$ cat config.mk
export PLATFORM = sky130hd
export DESIGN_NAME = lif_sweep_scheduler
export DESIGN_NICKNAME = d
export VERILOG_FILES = /design/src/rtl/stdp_pkg.sv /design/src/rtl/lif_stdp_update.sv /design/src/rtl/lif_sweep_scheduler.sv
export SDC_FILE = /design/constraint.sdc
export NUM_CORES = 1
export LEC_CHECK = 0
export CAP_MARGIN = 20
export CORE_MARGIN = 1
export CORE_UTILIZATION = 55
export DETAILED_ROUTE_END_ITERATION = 8
export HOLD_SLACK_MARGIN = 0.05
export PLACE_DENSITY = 0.84
export REMOVE_ABC_BUFFERS = 1
export SLEW_MARGIN = 40
export SYNTH_ARGS = -nofsm -noshare
export SYNTH_HDL_FRONTEND = slang
export SYNTH_SLANG_ARGS = --single-unit
$ cat constraint.sdc
create_clock -name clk -period 4.5 [get_ports clk]
set_input_delay 0.45 -clock clk [delete_from_list [all_inputs] [get_ports clk]]
set_output_delay 0.45 -clock clk [all_outputs]
set_load 0.01 [all_outputs]
$ cat src/rtl/stdp_pkg.sv
// Shared widths, FSM state type and saturating helpers for the LIF/STDP sweep scheduler.
package stdp_pkg;

    localparam int V_W  = 8;
    localparam int W_W  = 8;
    localparam int TR_W = 2;

    localparam logic [TR_W-1:0] TRACE_INIT = 2'd3;

    typedef enum logic [1:0] {
        IDLE,
        SWEEP,
        DONE
    } sched_state_t;

    function automatic logic [W_W-1:0] sat_add(input logic [W_W-1:0] a,
                                               input logic [W_W-1:0] b,
                                               input logic [W_W-1:0] ceil);
        logic [W_W:0] sum;
        sum = {1'b0, a} + {1'b0, b};
        return (sum > {1'b0, ceil}) ? ceil : sum[W_W-1:0];
    endfunction

    function automatic logic [W_W-1:0] sat_sub(input logic [W_W-1:0] a,
                                               input logic [W_W-1:0] b);
        return (a > b) ? (a - b) : '0;
    endfunction

    function automatic logic [TR_W-1:0] trace_dec(input logic [TR_W-1:0] t);
        return (t == '0) ? '0 : (t - 1'b1);
    endfunction

endpackage

$ cat src/rtl/lif_stdp_update.sv
// Combinational single-neuron LIF membrane update with optional STDP weight/trace update.
// Trace and weight ports exist only when LIF_SCHED_STDP_EN is defined.
module lif_stdp_update
    import stdp_pkg::*;
#(
    parameter int THRESH = 230,
    parameter int W_MAX  = 127,
    parameter int A_POS  = 2,
    parameter int A_NEG  = 1
) (
    input  logic [V_W-1:0]  v,
    input  logic [W_W-1:0]  w,
    input  logic            pend,
`ifdef LIF_SCHED_STDP_EN
    input  logic [TR_W-1:0] pre_tr,
    input  logic [TR_W-1:0] post_tr,
    output logic [W_W-1:0]  w_next,
    output logic [TR_W-1:0] pre_tr_next,
    output logic [TR_W-1:0] post_tr_next,
`endif
    output logic [V_W-1:0]  v_next,
    output logic            fire
);

    logic [V_W-1:0] leak;
    logic [W_W-1:0] cur;

    // Fire decision uses the membrane before leak; a firing neuron resets to zero.
    always_comb begin
        leak   = (v >> 1) + (v >> 2) + (v >> 3);
        cur    = pend ? w : '0;
        fire   = (v >= V_W'(THRESH));
        v_next = fire ? '0 : sat_add(leak, cur, {V_W{1'b1}});
    end

`ifdef LIF_SCHED_STDP_EN
    logic pot;
    logic dep;

    // Both rules look at the old traces; coincident pot/dep apply their net delta once.
    always_comb begin
        pot    = fire && (pre_tr != '0);
        dep    = pend && (post_tr != '0);
        w_next = w;
        if (pot && dep) begin
            if (A_POS >= A_NEG) w_next = sat_add(w, W_W'(A_POS - A_NEG), W_W'(W_MAX));
            else                w_next = sat_sub(w, W_W'(A_NEG - A_POS));
        end else if (pot) begin
            w_next = sat_add(w, W_W'(A_POS), W_W'(W_MAX));
        end else if (dep) begin
            w_next = sat_sub(w, W_W'(A_NEG));
        end
        pre_tr_next  = pend ? TRACE_INIT : trace_dec(pre_tr);
        post_tr_next = fire ? TRACE_INIT : trace_dec(post_tr);
    end
`endif

endmodule

$ cat src/rtl/lif_sweep_scheduler.sv
// Sweeps N neurons through one shared LIF/STDP datapath, one neuron per clock per tick.
// Define LIF_SCHED_STDP_EN to build plastic weights and traces; otherwise weights stay W_INIT.
module lif_sweep_scheduler
    import stdp_pkg::*;
#(
    parameter int N      = 4,
    parameter int THRESH = 230,
    parameter int W_INIT = 32,
    parameter int W_MAX  = 127,
    parameter int A_POS  = 2,
    parameter int A_NEG  = 1
) (
    input  logic                 clk,
    input  logic                 rst,
    input  logic                 tick,
    input  logic [N-1:0]         pre_spike,
    input  logic [$clog2(N)-1:0] rd_idx,
    output logic                 busy,
    output logic                 done,
    output logic [N-1:0]         post_spike,
    output logic [V_W-1:0]       rd_state,
    output logic [W_W-1:0]       rd_weight,
    output logic                 tick_miss
);

    localparam int              IW    = $clog2(N);
    localparam logic [IW-1:0]   LAST  = IW'(N - 1);
    localparam logic [W_W-1:0]  W_RST = W_W'((W_INIT > W_MAX) ? W_MAX : W_INIT);

    sched_state_t   state;
    sched_state_t   state_next;
    logic [IW-1:0]  idx;
    logic [IW-1:0]  idx_next;
    logic [N-1:0]   pend;
    logic [N-1:0]   clear_mask;
    logic [V_W-1:0] v_mem [N];
    logic [V_W-1:0] v_next;
    logic [W_W-1:0] w_cur;
    logic           consumed;
    logic           fire;

    always_comb begin
        state_next = state;
        idx_next   = idx;
        busy       = 1'b0;
        done       = 1'b0;
        unique case (state)
            IDLE: begin
                if (tick) begin
                    state_next = SWEEP;
                    idx_next   = '0;
                end
            end
            SWEEP: begin
                busy = 1'b1;
                if (idx == LAST) state_next = DONE;
                else             idx_next   = idx + 1'b1;
            end
            DONE: begin
                done = 1'b1;
                // A tick landing on the done cycle chains straight into the next sweep.
                if (tick) begin
                    state_next = SWEEP;
                    idx_next   = '0;
                end else begin
                    state_next = IDLE;
                end
            end
            default: state_next = IDLE;
        endcase
    end

    always_ff @(posedge clk) begin
        if (rst) begin
            state     <= IDLE;
            idx       <= '0;
            tick_miss <= 1'b0;
        end else begin
            state <= state_next;
            idx   <= idx_next;
            if (tick && busy) tick_miss <= 1'b1;
        end
    end

    // A pre-spike arriving on its neuron's own slot is consumed now rather than left pending.
    always_comb begin
        clear_mask = '0;
        if (busy) clear_mask[idx] = 1'b1;
        consumed = pend[idx] | pre_spike[idx];
    end

    always_ff @(posedge clk) begin
        if (rst) begin
            pend       <= '0;
            post_spike <= '0;
            for (int i = 0; i < N; i++) v_mem[i] <= '0;
        end else begin
            pend <= (pend | pre_spike) & ~clear_mask;
            if (busy) begin
                v_mem[idx]      <= v_next;
                post_spike[idx] <= fire;
            end
        end
    end

`ifdef LIF_SCHED_STDP_EN
    logic [W_W-1:0]  w_mem   [N];
    logic [TR_W-1:0] pre_tr  [N];
    logic [TR_W-1:0] post_tr [N];
    logic [W_W-1:0]  w_next;
    logic [TR_W-1:0] pre_tr_next;
    logic [TR_W-1:0] post_tr_next;

    always_ff @(posedge clk) begin
        if (rst) begin
            for (int i = 0; i < N; i++) begin
                w_mem[i]   <= W_RST;
                pre_tr[i]  <= '0;
                post_tr[i] <= '0;
            end
        end else if (busy) begin
            w_mem[idx]   <= w_next;
            pre_tr[idx]  <= pre_tr_next;
            post_tr[idx] <= post_tr_next;
        end
    end

    assign w_cur     = w_mem[idx];
    assign rd_weight = w_mem[rd_idx];
`else
    assign w_cur     = W_RST;
    assign rd_weight = W_RST;
`endif

    assign rd_state = v_mem[rd_idx];

    lif_stdp_update #(
        .THRESH (THRESH),
        .W_MAX  (W_MAX),
        .A_POS  (A_POS),
        .A_NEG  (A_NEG)
    ) u_update (
        .v            (v_mem[idx]),
        .w            (w_cur),
        .pend         (consumed),
`ifdef LIF_SCHED_STDP_EN
        .pre_tr       (pre_tr[idx]),
        .post_tr      (post_tr[idx]),
        .w_next       (w_next),
        .pre_tr_next  (pre_tr_next),
        .post_tr_next (post_tr_next),
`endif
        .v_next       (v_next),
        .fire         (fire)
    );

endmodule
==> impl_metrics.ini, run 1 <==
[timing]
tightest_slew_ns = 0.605
setup_ws_ns = 0.939
finalHoldViolations = 0
min_period_over_period_pct = 79.1
setup_viol = 0
relSlewSlack_pct = 59.6
fmaxAchievable_mhz = 281
fin_crit_ns = 3.56
final_max_slew_viol_count = 0
clock_skew_ns = 0.00482
timing.setup.tns_ns = 0
rsz0062_at_grt = no

[layout]
stdcell_count = 312
layout-drive-gt1-share_pct = 15.5
fin_nets = 273
area_growth_syn_to_layout_pct = 11.2
antenna_cells = 0
final_cell_area_um2 = 3120

[routing]
wire_per_inst_um = 17.8
drt-pass1-iter-count = 4
postRouteAntennaNets = 0
drtIter0Drc = 133
vias_per_cell = 5.81
drt-total-wl_um = 5540
drc_errors = 0
vias = 1813

[setup_path]
cp.required_ns = 4.55
endpoint_kind = flip-flop
crit_buf_inv = 1
critPathTopFamily = adder cells
cp.arrival_ns = 3.61
crit_path_cell_trace = mux4_2 -> fa_1 -> ha_1 -> a211o_1 -> and4_1 -> a2111oi_0 -> buf_4 -> nor3_1
crit_cells = 8
start_kind = flip-flop
slowest_delay_ns = 0.66
crit_type = reg -> reg
r2r_cells = 8
crit_slowest_cell = mux4_2
worst-path-max-fanout = 7

[min_path]
hold-path-cell-count = 2
hold_start = post_spike[3]
hold_path.class = reg -> reg

[run_status]
outcome = complete, no violations

[place]
placed_cells = 304
preCtsSetupSlack_ns = 0.941
numPortBuffers = 23
dpl.hpwl_um = 3950
place_congestion = 0.895
placed_area_um2 = 3020

[power]
peakVddDrop_v = 0.000256
clock_power_share_pct = 24.0
p_leak_nw = 1.19
comb_power_share_pct = 33.6
switchingPower_mw = 0.389
p_int_mw = 0.826
pwr-share-seq_pct = 42.4
power_density_nw_per_um2 = 389
total_power_mw = 1.21
switching_share_pct = 32.0

[logic_synthesis]
syn_area_per_cell_um2 = 12.4
synthTopCellsByArea = edfxtp_1, mux4_2, dfxtp_1
async_flop_share_pct = 0
yosysUniqueCellTypes = 41
synthFlopType = edfxtp_1
synth_edf_count = 32
synth_top_area_share_pct = 34.2
synth_top_cell_by_area = edfxtp_1
yosysWarnings = 0
seq_area_frac_synth_pct = 44.9
netlist_instances = 226
ys_seq_elements = 47
syn_area_um2 = 2810

[floorplan]
ios = 32
initial_core_util_pct = 58.3
design.core.area_um2 = 4820
die-height_um = 73.4
dieArea_um2 = 5390
die_w_um = 73.4
core.rowCount = 25

[global_routing]
grt_pass1_vias = 1747
grt_max_degree = 33
grtUsageTotal_pct = 23.2
antenna_found_initial = 0
grt_pass1_wl_um = 8780
overflow = 0

[cts]
insertion_delay_ns = 0.30
h-tree-depth = 2
cts_made_buffers = 5
cts_buffer_depth = 2
clk_pin_slew_ns = 0.09
cts_tree = done
cts_root_buf = clkbuf_8
ctsResizeCount = 0
ctsHoldBuffers = 0
post-cts-setup-buffer-count = 0
clock-sinks = 47

[run]
maxCapViolations = 0
cell usage after synthesis, types with 3 or more instances:
cell type   n
a21o_1      3
a21oi_1    10
and2_1      5
buf_4       8
buf_6       5
clkbuf_1    5
dfxtp_1    15
edfxtp_1   32
fa_1        7
ha_1       13
inv_1      11
mux4_2     16
nand2_1     9
nand2b_1    5
nand3_1     4
nor2_1     16
nor2b_1     3
nor3_1     21
nor3_2      3
nor3b_2     8
xor2_1      3
stage by stage:
stage	utilization [%]	hold slack, ns
2_1_floorplan	-	0.474
4_1_cts	64.8	0.473
6_report	64.8	0.469
3_5_place_dp	62.6	0.455
3_3_place_gp	62.6	0.447
5_1_grt	64.8	0.493
final timing paths:
check / to / slack (ns)
setup / recovery: v_mem[1][6] / 0.94
hold / removal: post_spike[3] / 0.47
setup reg to reg: v_mem[1][6] / 0.94
hold reg to reg: post_spike[3] / 0.47
power groups by stage:
stage	sequential (mW)	clock (mW)	combinational [mW]
after floorplan	0.518	0	0.285
after global placement	0.523	0	0.389
after detailed placement	0.525	0	0.401
after CTS	0.514	0.295	0.407
after global routing	0.518	0.314	0.452
final	0.515	0.292	0.409
kinds of logic (layout without fill, tap and decap cells):
logic type                 after synthesis  after routing  synth area share [%]
adders and majority gates               20             20                  10.8
other                                    2              8                 0.268
xor gates and xnor gates                 4              4                  1.25
and+or+nand+nor                         79             79                  16.7
DFF                                     47             47                  44.9
buffers and inverters                   32             45                  6.69
muxes                                   18             18                  13.6
AOI/OAI and AO/OA                       24             24                  5.75
state kept, by name (all words and copies together), names as in the netlist, named ones only:
| register | flops |
|---|---|
| idx | 2 |
| pend | 4 |
| post_spike | 4 |
| state | 2 |
| tick_miss | 1 |
| v_mem | 32 |
cell usage in the layout, fill, tap and decap left out, types with 3 or more instances in the layout:
cell type,netlist,final
inv_1,11,11
conb_1,2,8
nor2_1,16,16
clkdlybuf4s50_1,0,23
fa_1,7,7
nand3_1,4,4
mux4_2,16,16
xor2_1,3,3
dfxtp_1,15,15
a21o_1,3,3
nor2b_1,3,3
edfxtp_1,32,32
a21oi_1,10,10
nor3_1,21,21
nor3b_2,8,8
nor3_2,3,3
nand2b_1,5,5
and2_1,5,5
ha_1,13,13
nand2_1,9,9
clkbuf_8,0,5
layout make-up:
| cell class | instances | area, um2 |
|---|---|---|
| inverters | 12 | 45.0 |
| repair buffers | 25 | 245 |
| multi-input cells | 153 | 1380 |
| fillers | 398 | 1700 |
| clock inverters | 2 | 12.5 |
| well taps | 67 | 83.8 |
| flip-flops and latches | 47 | 1260 |
| clock buffers | 6 | 93.8 |
layer usage:
metal / wire, um / vias up / global-route usage, %
met1: 2030 / 887 / 28.3
met4: 92 / 0 / 8.76
met2: 3000 / 70 / 40.7
met3: 420 / 9 / 4.39
met5: 0 / - / 0
li1: - / 847 / -
worst reg2reg max path: cells and delay by family, from the launching register on:
family / cells / cell delay, ns
simple gates: 2 / 0.24
mux: 1 / 0.66
flops: 1 / 0.64
buf+inv: 1 / 0.20
fa+ha+maj: 2 / 0.91
compound gates: 2 / 0.65
Power figures use the tool's default switching activity.
==> inputs of run 2 (changes only) <==
==> constraint.sdc (replaced) <==
create_clock -name clk -period 3.4 [get_ports clk]
set_input_delay 0.34 -clock clk [delete_from_list [all_inputs] [get_ports clk]]
set_output_delay 0.34 -clock clk [all_outputs]
set_load 0.01 [all_outputs]
==> run 2 against run 1 <==
  * Non-clock buffer count rose by 8
  * Die area did not move
  * Global-route usage rose by 0.79 points
  * Combinational power rose by 49%
  * Worst hold slack improved by 0.011 ns
  * Routed wire length rose by 5.7%
  * Worst setup slack got worse by 0.80 ns
  * Power rose by 34%
  * Critical path depth rose by 1
  * First-iteration DRC count fell by 11%
  * Final area rose by 2.0%
  * Utilization rose by 1.3 points
==> impl_metrics.ini, run 2 (synthesis gave the netlist of run 1 again) <==
[cts]
clk_pin_slew_ns = 0.09
h-tree-depth = 2
cts_root_buf = clkbuf_8
cts_buffer_depth = 2
ctsHoldBuffers = 0
clock-sinks = 47
insertion_delay_ns = 0.30
cts_tree = done
cts_made_buffers = 5

[power]
pwr-share-seq_pct = 41.8
total_power_mw = 1.63
power_density_nw_per_um2 = 511
comb_power_share_pct = 37.6
p_leak_nw = 1.22
p_int_mw = 1.08
clock_power_share_pct = 20.6
switching_share_pct = 33.4
switchingPower_mw = 0.544
peakVddDrop_v = 0.000300

[floorplan]
dieArea_um2 = 5390
design.core.area_um2 = 4820
core.rowCount = 25
initial_core_util_pct = 58.3
die_w_um = 73.4
ios = 32
die-height_um = 73.4

[setup_path]
crit_type = reg -> reg
cp.required_ns = 3.53
critPathTopFamily = adder cells
worst-path-max-fanout = 5
crit_buf_inv = 2
start_kind = flip-flop
crit_path_cell_trace = buf_4 -> mux4_2 -> fa_1 -> ha_1 -> o21a_1 -> a2111oi_2 -> a2111oi_2 -> buf_4 -> nor3_1
cp.arrival_ns = 3.40
slowest_delay_ns = 0.58
endpoint_kind = flip-flop
crit_slowest_cell = mux4_2

[timing]
min_period_over_period_pct = 96.0
fmaxAchievable_mhz = 306
final_max_slew_viol_count = 0
fin_crit_ns = 3.26
relSlewSlack_pct = 59.8
setup_viol = 0
finalHoldViolations = 0
setup_ws_ns = 0.137
tightest_slew_ns = 0.602
clock_skew_ns = 0.00757

[routing]
wire_per_inst_um = 18.3
vias = 1831
drc_errors = 0
drt-pass1-iter-count = 4
drt-total-wl_um = 5860
postRouteAntennaNets = 0
vias_per_cell = 5.72
drtIter0Drc = 118

[layout]
antenna_cells = 0
layout_common_cells = edfxtp_1, clkdlybuf4s50_1, nor3_1
area_growth_syn_to_layout_pct = 13.4
top_register = v_mem
layout_commonest_cell = edfxtp_1
fin_nets = 281
utilization_pct = 66.1
final.fill_count = 372
top_regs = v_mem: 32 flops, pend: 4 flops, post_spike: 4 flops
layout-drive-gt1-share_pct = 19.8
largest_reg_flops = 32

[global_routing]
overflow = 0
grt_max_degree = 33
grt_pass1_vias = 1862
grt_pass1_wl_um = 9280
grtUsageTotal_pct = 23.9
antenna_found_initial = 0

[place]
dpl.hpwl_um = 4270
preCtsSetupSlack_ns = 0.0320
place_congestion = 0.845
numPortBuffers = 23

[run]
maxCapViolations = 0

[run_status]
outcome = complete, no violations

[min_path]
hold_path.class = reg -> reg
## run 2: cell types whose count changed in the layout (fill, tap and decap cells not counted), sizes merged
cell / change
buf: +8
## run 2: cell type report
type / count / area [um2] / share of cell area [%]
clock buffer: 6 / 72.6 / 2.28
clock inverter: 2 / 12.5 / 0.393
inverter: 12 / 45.0 / 1.42
multi-input combinational: 153 / 1400 / 43.9
sequential: 47 / 1260 / 39.7
tap: 67 / 83.8 / 2.63
timing repair buffer: 33 / 305 / 9.59
## run 2: through the flow
stage / TNS (ns) / cells / cell area [um2] / hold WS, ns
2_1_floorplan: -0.554 / 212 / 2690 / 0.409
3_3_place_gp: 0 / 312 / 3080 / 0.449
3_5_place_dp: 0 / 312 / 3080 / 0.465
4_1_cts: 0 / 320 / 3160 / 0.483
5_1_grt: -0.0204 / 320 / 3180 / 0.504
6_report: 0 / 320 / 3180 / 0.479
## run 2: layer usage
metal  global-route usage [%]  wire (um)
met1                     30.2       2320
met2                     40.3       3080
met3                     5.49        287
met4                     9.19        172
met5                        0          0
## run 2: final timing paths
| path | start | end | slack (ns) | cells after the start |
|---|---|---|---|---|
| setup / recovery | flip-flop | v_mem[2][6] | 0.14 | 9 |
| hold reg to reg | post_spike[3] | post_spike[3] | 0.48 | 2 |
| setup reg to reg | flip-flop | v_mem[2][6] | 0.14 | 9 |
| hold / removal | post_spike[3] | post_spike[3] | 0.48 | 2 |
## run 2: power groups by stage
stage	sequential (mW)	clock (mW)	combinational (mW)
global route	0.683	0.363	0.671
floorplan	0.685	0	0.377
detailed placement	0.693	0	0.578
global placement	0.690	0	0.561
CTS	0.680	0.342	0.582
finish	0.679	0.335	0.611
## run 2: worst register-to-register path, cell delays in order, from the launching register on
cell and delay (ns):
dfxtp_4 0.39, buf_4 0.14, mux4_2 0.58, fa_1 0.51, ha_1 0.38, o21a_1 0.23, a2111oi_2 0.42, a2111oi_2 0.09
buf_4 0.17, nor3_1 0.18
## run 2: what timing repair did
| item | CTS | global route |
|---|---|---|
| resized for setup | 1 | 7 |
| setup buffers | 0 | 0 |
| setup endpoints to repair | 4 | 8 |
| hold endpoints to repair | 0 | 0 |
